**src/rtl/mem_router_pkg.sv**
```systemverilog
// mem_router_pkg: shared target/counter types for the memory-request router.
package mem_router_pkg;
    localparam int MAX_SLAVES = 8;
    localparam int TGT_W = $clog2(MAX_SLAVES + 1);
    typedef logic [TGT_W-1:0] tgt_t;
    typedef logic [3:0] cnt_t;
    // The error responder sits one index past the last real slave.
    function automatic tgt_t err_tgt(input int num_slaves);
        return tgt_t'(num_slaves);
    endfunction
endpackage

```
**src/rtl/mem_router_if.sv**
```systemverilog
// mem_router_if: core-side memory request/response bus.
interface mem_router_if #(
    parameter int MEM_W = 32
);
    logic req;
    logic gnt;
    logic [31:0] addr;
    logic we;
    logic [MEM_W/8-1:0] be;
    logic [MEM_W-1:0] wdata;
    logic rvalid;
    logic err;
    logic [MEM_W-1:0] rdata;
    modport master(output req, addr, we, be, wdata, input gnt, rvalid, err, rdata);
    modport slave(input req, addr, we, be, wdata, output gnt, rvalid, err, rdata);
endinterface

```
**src/rtl/mem_addr_decode.sv**
```systemverilog
// mem_addr_decode: base/mask window match, lowest matching index wins.
module mem_addr_decode
    import mem_router_pkg::*;
#(
    parameter int NUM_SLAVES = 4,
    parameter logic [NUM_SLAVES-1:0][31:0] SLAVE_BASE = '0,
    parameter logic [NUM_SLAVES-1:0][31:0] SLAVE_MASK = '0
) (
    input  logic [31:0] addr,
    output tgt_t        tgt,
    output logic        hit
);
    always_comb begin
        tgt = err_tgt(NUM_SLAVES);
        hit = 1'b0;
        for (int i = NUM_SLAVES - 1; i >= 0; i--) begin
            if ((addr & SLAVE_MASK[i]) == SLAVE_BASE[i]) begin
                tgt = tgt_t'(i);
                hit = 1'b1;
            end
        end
    end
endmodule

```
**src/rtl/mem_router.sv**
```systemverilog
// mem_router: routes one memory master to NUM_SLAVES windows with bounded,
// in-order outstanding requests and an error responder for unmapped addresses.
module mem_router
    import mem_router_pkg::*;
#(
    parameter int NUM_SLAVES = 4,
    parameter int MEM_W = 32,
    parameter int MAX_OUTSTANDING = 4,
    parameter logic [NUM_SLAVES-1:0][31:0] SLAVE_BASE = '0,
    parameter logic [NUM_SLAVES-1:0][31:0] SLAVE_MASK = '0
) (
    input  logic                                clk,
    input  logic                                rst,
    mem_router_if.slave                         m,
    output logic [NUM_SLAVES-1:0]               s_req_o,
    input  logic [NUM_SLAVES-1:0]               s_gnt_i,
    output logic [31:0]                         s_addr_o,
    output logic                                s_we_o,
    output logic [MEM_W/8-1:0]                  s_be_o,
    output logic [MEM_W-1:0]                    s_wdata_o,
    input  logic [NUM_SLAVES-1:0]               s_rvalid_i,
    input  logic [NUM_SLAVES-1:0]               s_err_i,
    input  logic [NUM_SLAVES-1:0][MEM_W-1:0]    s_rdata_i,
    output logic                                spurious_o
);
    tgt_t tgt;
    tgt_t cur_tgt;
    cnt_t out_cnt;
    logic hit;
    logic issue;
    logic accept;
    logic resp;
    logic err_pend;
    logic sel_rvalid;
    logic sel_err;
    logic [MEM_W-1:0] sel_rdata;
    logic [NUM_SLAVES-1:0] own;

    mem_addr_decode #(
        .NUM_SLAVES(NUM_SLAVES),
        .SLAVE_BASE(SLAVE_BASE),
        .SLAVE_MASK(SLAVE_MASK)
    ) u_decode (
        .addr(m.addr),
        .tgt (tgt),
        .hit (hit)
    );

    // Target may only change once every outstanding response has returned.
    assign issue = m.req && out_cnt < cnt_t'(MAX_OUTSTANDING) && (out_cnt == '0 || tgt == cur_tgt);

    always_comb begin
        s_req_o = '0;
        own = '0;
        sel_rvalid = 1'b0;
        sel_err = 1'b0;
        sel_rdata = '0;
        for (int i = 0; i < NUM_SLAVES; i++) begin
            s_req_o[i] = issue && tgt == tgt_t'(i);
            own[i] = out_cnt != '0 && cur_tgt == tgt_t'(i);
            if (own[i]) begin
                sel_rvalid = s_rvalid_i[i];
                sel_err = s_err_i[i];
                sel_rdata = s_rdata_i[i];
            end
        end
    end

    assign m.gnt = hit ? |(s_req_o & s_gnt_i) : issue;
    assign accept = m.req && m.gnt;
    assign resp = err_pend || sel_rvalid;
    assign m.rvalid = resp;
    assign m.err = err_pend || (sel_rvalid && sel_err);
    assign m.rdata = sel_rvalid ? sel_rdata : '0;

    assign s_addr_o = m.addr;
    assign s_we_o = m.we;
    assign s_be_o = m.be;
    assign s_wdata_o = m.wdata;

    always_ff @(posedge clk or negedge rst) begin
        if (!rst) begin
            out_cnt <= '0;
            cur_tgt <= '0;
            err_pend <= 1'b0;
            spurious_o <= 1'b0;
        end else begin
            out_cnt <= out_cnt + cnt_t'(accept) - cnt_t'(resp);
            if (accept) cur_tgt <= tgt;
            err_pend <= accept && !hit;
            spurious_o <= |(s_rvalid_i & ~own);
        end
    end
endmodule

```
**src/flat_wrapper.sv**
```systemverilog
// flat-port wrapper written by rule: the top's interface ports become plain ports
module mem_router_flat import mem_router_pkg::*;
#(
    parameter int NUM_SLAVES = 4,
    parameter int MEM_W = 32,
    parameter int MAX_OUTSTANDING = 4,
    parameter logic [NUM_SLAVES-1:0][31:0] SLAVE_BASE = '0,
    parameter logic [NUM_SLAVES-1:0][31:0] SLAVE_MASK = '0
)
  (clk, rst, s_req_o, s_gnt_i, s_addr_o, s_we_o, s_be_o, s_wdata_o, s_rvalid_i, s_err_i, s_rdata_i, spurious_o, m_req, m_addr, m_we, m_be, m_wdata, m_gnt, m_rvalid, m_err, m_rdata);
  mem_router_if #(.MEM_W(MEM_W)) m_i ();
  input  logic clk;
  input  logic rst;
  output logic [NUM_SLAVES-1:0] s_req_o;
  input  logic [NUM_SLAVES-1:0] s_gnt_i;
  output logic [31:0] s_addr_o;
  output logic s_we_o;
  output logic [MEM_W/8-1:0] s_be_o;
  output logic [MEM_W-1:0] s_wdata_o;
  input  logic [NUM_SLAVES-1:0] s_rvalid_i;
  input  logic [NUM_SLAVES-1:0] s_err_i;
  input  logic [NUM_SLAVES-1:0][MEM_W-1:0] s_rdata_i;
  output logic spurious_o;
  input wire logic [$bits(m_i.req)-1:0] m_req;
  input wire logic [$bits(m_i.addr)-1:0] m_addr;
  input wire logic [$bits(m_i.we)-1:0] m_we;
  input wire logic [$bits(m_i.be)-1:0] m_be;
  input wire logic [$bits(m_i.wdata)-1:0] m_wdata;
  output wire logic [$bits(m_i.gnt)-1:0] m_gnt;
  output wire logic [$bits(m_i.rvalid)-1:0] m_rvalid;
  output wire logic [$bits(m_i.err)-1:0] m_err;
  output wire logic [$bits(m_i.rdata)-1:0] m_rdata;
  assign m_i.req = m_req;
  assign m_i.addr = m_addr;
  assign m_i.we = m_we;
  assign m_i.be = m_be;
  assign m_i.wdata = m_wdata;
  assign m_gnt = m_i.gnt;
  assign m_rvalid = m_i.rvalid;
  assign m_err = m_i.err;
  assign m_rdata = m_i.rdata;
  mem_router #(.NUM_SLAVES(NUM_SLAVES), .MEM_W(MEM_W), .MAX_OUTSTANDING(MAX_OUTSTANDING), .SLAVE_BASE(SLAVE_BASE), .SLAVE_MASK(SLAVE_MASK)) u_core (.clk(clk), .rst(rst), .m(m_i), .s_req_o(s_req_o), .s_gnt_i(s_gnt_i), .s_addr_o(s_addr_o), .s_we_o(s_we_o), .s_be_o(s_be_o), .s_wdata_o(s_wdata_o), .s_rvalid_i(s_rvalid_i), .s_err_i(s_err_i), .s_rdata_i(s_rdata_i), .spurious_o(spurious_o));
endmodule
```
**config.mk**
```make
export PLATFORM = sky130hd
export DESIGN_NAME = mem_router_flat
export DESIGN_NICKNAME = d
export VERILOG_FILES = /design/src/rtl/mem_router_pkg.sv /design/src/rtl/mem_router_if.sv /design/src/rtl/mem_addr_decode.sv /design/src/rtl/mem_router.sv /design/src/flat_wrapper.sv
export SDC_FILE = /design/constraint.sdc
export NUM_CORES = 1
export LEC_CHECK = 0
export ABC_AREA = 1
export BUFFER_PORTS_ARGS = -buffer_cell sky130_fd_sc_hd__buf_4
export CAP_MARGIN = 20
export CORE_AREA = 8 8 117 119
export CTS_BUF_LIST = sky130_fd_sc_hd__clkbuf_4
export DETAILED_ROUTE_END_ITERATION = 16
export DIE_AREA = 0 0 125 127
export SYNTH_ARGS = -nofsm -noshare
export SYNTH_HDL_FRONTEND = slang
export SYNTH_SLANG_ARGS = --single-unit
```
**constraint.sdc**
```tcl
create_clock -name clk -period 2.8 [get_ports clk]
set_input_delay 0.28 -clock clk [delete_from_list [all_inputs] [get_ports clk]]
set_output_delay 0.28 -clock clk [all_outputs]
set_load 0.02 [all_outputs]
```
==> run_summary.xml <==
<?xml version="1.0" encoding="UTF-8"?>
<metrics>
  <group name="timing">
    <metric name="min_period_over_period" unit="">0.7564</metric>
    <metric name="finalMaxSlewViolations" unit="">0</metric>
    <metric name="final.min_clock_period" unit="ps">2118</metric>
    <metric name="hold_viol" unit="">0</metric>
    <metric name="rsz_0062_raised_after_global_routing" unit="">false</metric>
    <metric name="timing.setup.tns" unit="ps">0</metric>
    <metric name="hold_ws" unit="ps">241.4</metric>
    <metric name="setup_violators_final" unit="">0</metric>
    <metric name="max_freq" unit="GHz">0.4721</metric>
    <metric name="final.setup_skew" unit="ps">2.721</metric>
  </group>
  <group name="global_route">
    <metric name="grt_pass1_vias" unit="">947</metric>
    <metric name="globalRouteTotalUtil" unit="">0.04631</metric>
    <metric name="antenna_found_initial" unit="">0</metric>
    <metric name="grt_remaining_overflow" unit="">0</metric>
    <metric name="grt_pass1_wl" unit="mm">5.664</metric>
    <metric name="pin_count_of_the_biggest_net_entering_global_routing" unit="">34</metric>
  </group>
  <group name="final_layout">
    <metric name="multi_input_area" unit="µm²">315.3</metric>
    <metric name="number_of_filler_cells_placed_in_the_layout" unit="">1380</metric>
    <metric name="finalNetCount" unit="">414</metric>
    <metric name="postLayoutCoreUtil" unit="">0.1211</metric>
    <metric name="layout_common_cells" unit="">78 x buf_4, 47 x inv_1, 33 x nor2_1</metric>
    <metric name="ff_latch_area" unit="µm²">125.1</metric>
    <metric name="post_layout_nonfiller_instances" unit="">342</metric>
    <metric name="summed_area_of_non_filler_cells_in_the_final_layout" unit="µm²">1430</metric>
    <metric name="n_antenna_cell" unit="">0</metric>
    <metric name="syn_to_final_growth" unit="%">19.69</metric>
    <metric name="final_layout_size_suffix_gt1_frac" unit="">0.4513</metric>
    <metric name="most_frequent_standard_cell_in_the_layout_excluding_fill_and_tap_cells" unit="">buf_4</metric>
  </group>
  <group name="critical_path">
    <metric name="cell_at_the_slowest_stage_of_the_critical_path" unit="">fa_1</metric>
    <metric name="regToRegStartpoint" unit="">u_core.out_cnt[2]$_DFF_PN0_</metric>
    <metric name="reg2regPathDepth" unit="">11</metric>
    <metric name="crit_type" unit="">register to register</metric>
    <metric name="path_cells" unit="">inv_1, ha_1, nand3_2, nand2_4, inv_1, ha_1, inv_1, ha_1, inv_1, fa_1, xnor2_1</metric>
    <metric name="worstPathRequired" unit="ps">2930</metric>
    <metric name="endpoint_kind" unit="">register</metric>
    <metric name="worstSetupStartpoint" unit="">u_core.out_cnt[2]$_DFF_PN0_</metric>
    <metric name="r2r_setup_slack" unit="ps">680</metric>
    <metric name="critical_path.max_stage_delay" unit="ps">370</metric>
    <metric name="startpoint_type" unit="">register</metric>
    <metric name="path_common_cell" unit="">inv_1</metric>
    <metric name="count_of_cell_instances_traversed_by_the_critical_path" unit="">11</metric>
    <metric name="timing.critical_path.arrival" unit="ps">2250</metric>
    <metric name="critical_path_peak_fanout" unit="">3</metric>
    <metric name="path_delay_family" unit="">adder cells</metric>
    <metric name="buffers_inverters_on_critical_path" unit="">4</metric>
  </group>
  <group name="die">
    <metric name="rows" unit="">40</metric>
    <metric name="starting_density_of_the_core" unit="">0.1012</metric>
    <metric name="core_footprint" unit="µm²">11810</metric>
    <metric name="die_w" unit="µm">125</metric>
    <metric name="io_pins" unit="">321</metric>
    <metric name="chipHeight" unit="µm">127</metric>
    <metric name="die-area" unit="µm²">15880</metric>
  </group>
  <group name="route">
    <metric name="antenna_violating_nets_post_route" unit="">0</metric>
    <metric name="vias_per_cell" unit="">2.722</metric>
    <metric name="dr_total_vias" unit="">931</metric>
    <metric name="route.detailed.wl_per_inst" unit="µm">11.94</metric>
    <metric name="dr.pass1.iters" unit="">4</metric>
    <metric name="detailed_route_iter0_violations" unit="">10</metric>
    <metric name="drt-total-wl" unit="mm">4.082</metric>
    <metric name="drc" unit="">0</metric>
  </group>
  <group name="pwr">
    <metric name="vdd_drop_max" unit="V">0.0002730</metric>
    <metric name="power_frac_comb" unit="">0.720</metric>
    <metric name="netSwitchingPower" unit="µW">372.3</metric>
    <metric name="power.static_leakage" unit="µW">0.0008699</metric>
    <metric name="sw_frac_of_total" unit="">0.4731</metric>
    <metric name="p_int" unit="µW">414.6</metric>
    <metric name="p_per_area" unit="nW/µm²">550.2</metric>
    <metric name="pwr-share-seq" unit="">0.156</metric>
    <metric name="p_clk_frac" unit="">0.124</metric>
  </group>
  <group name="place">
    <metric name="hpwl" unit="mm">3.568</metric>
    <metric name="placedCellCount" unit="">337</metric>
    <metric name="postPlaceCellArea" unit="µm²">1390</metric>
    <metric name="port_buffers" unit="">77</metric>
    <metric name="routabilityCongestion" unit="">0.6809</metric>
  </group>
  <group name="clocking">
    <metric name="cts-buffers-inserted" unit="">3</metric>
    <metric name="cts.path.max_buffers" unit="">2</metric>
    <metric name="cts.root.buffer_cell" unit="">clkbuf_4</metric>
    <metric name="number_of_clock_sinks" unit="">5</metric>
    <metric name="tritoncts" unit="">done</metric>
    <metric name="clkSlewWorstSetupHoldPaths" unit="ps">50</metric>
    <metric name="post_cts.repair.setup_buffers" unit="">0</metric>
    <metric name="ctsHtreeMaxLevel" unit="">1</metric>
    <metric name="clock_latency" unit="ps">250</metric>
  </group>
  <group name="outcome">
    <metric name="outcome" unit="">finished clean</metric>
  </group>
  <group name="yosys">
    <metric name="syn-cell-area" unit="µm²">1195</metric>
    <metric name="netlist-cell-type-count" unit="">18</metric>
    <metric name="syn_avg_cell_area" unit="µm²">6.424</metric>
    <metric name="yosysWarnings" unit="">0</metric>
    <metric name="synth.ff_latch_count" unit="">5</metric>
    <metric name="number_of_cells_produced_by_synthesis" unit="">186</metric>
    <metric name="synth_seq_area_share" unit="">0.1047</metric>
  </group>
  <group name="hold_path">
    <metric name="timing.hold.worst.start" unit="">s_rvalid_i[2]</metric>
    <metric name="hold_path_depth" unit="">3</metric>
    <metric name="timing.hold.worst.class" unit="">primary input to register</metric>
  </group>
  <group name="flow_run">
    <metric name="timing.max_cap.violations" unit="">0</metric>
  </group>
</metrics>
-- timing repair --
item                                   CTS  global route
setup endpoints to repair                0             0
hold buffers                             1             0
resized for setup                        0             0
endpoints found under the hold margin    5             0
-- logic make-up after synthesis --
family          synth area share
compound gates          0.008369
xor+xnor                0.007331
fa+ha+maj                0.06911
buf+inv                   0.6377
flops                     0.1047
other cells             0.003138
simple gates              0.1696
-- Yosys cell counts, drive strengths merged --
master / instances / area share
conb: 1 / 0.0031
a21oi: 1 / 0.0042
dfrtp: 5 / 0.10
xnor2: 1 / 0.0073
nor3: 1 / 0.0042
buf: 76 / 0.49
nor2: 36 / 0.12
ha: 5 / 0.052
fa: 1 / 0.017
inv: 48 / 0.15
o21ai: 1 / 0.0042
nand3: 4 / 0.021
nand2: 6 / 0.025
-- per-layer routing --
layer / wire length, µm / up-vias / part of all wire / track usage
li1: - / 461 / - / -
met1: 1130 / 351 / 0.28 / 0.03482
met2: 1752 / 77 / 0.43 / 0.06807
met3: 937 / 42 / 0.23 / 0.04784
met4: 261 / 0 / 0.064 / 0.03868
met5: 0 / - / 0 / 0
-- cell type report --
class	instances	area share
inverters	48	0.1260
clock buffers	4	0.02100
repair buffers	79	0.4164
flip-flops and latches	5	0.08749
well taps	147	0.1286
multi-input cells	59	0.2205
-- flip-flops by register name, summed over array words and instances, names as in the netlist --
register           count
u_core.spurious_o      1
u_core.out_cnt         4
-- final timing paths --
path | to
max | u_core.out_cnt[2]$_DFF_PN0_
min in group asynchronous | u_core.out_cnt[3]$_DFF_PN0_
min | u_core.spurious_o$_DFF_PN0_
min reg2reg | u_core.spurious_o$_DFF_PN0_
max in group asynchronous | u_core.out_cnt[1]$_DFF_PN0_
max reg2reg | u_core.out_cnt[2]$_DFF_PN0_
-- worst min-delay path, delay by kind of cell --
| family | cells | cell delay, ps |
|---|---|---|
| compound gates | 1 | 60 |
| buf+inv | 1 | 80 |
| simple gates | 1 | 30 |
-- metrics by stage --
| stage | worst slack [ps] | total power (µW) |
|---|---|---|
| after floorplan | 603.3 | 650.7 |
| after global placement | 674.4 | 700.5 |
| after detailed placement | 636.9 | 706.6 |
| after CTS | 630.0 | 809.0 |
| after global routing | 473.0 | 880.3 |
| final | 682.0 | 786.9 |
-- power groups by stage --
stage	clock (µW)	combinational, µW	sequential [µW]
after floorplan	0	528	123
after global routing	106	646	129
final	97.5	566	123
after CTS	101	584	124
after global placement	0	577	124
after detailed placement	0	581	125
No activity file was read; power rests on OpenSTA's default activity.
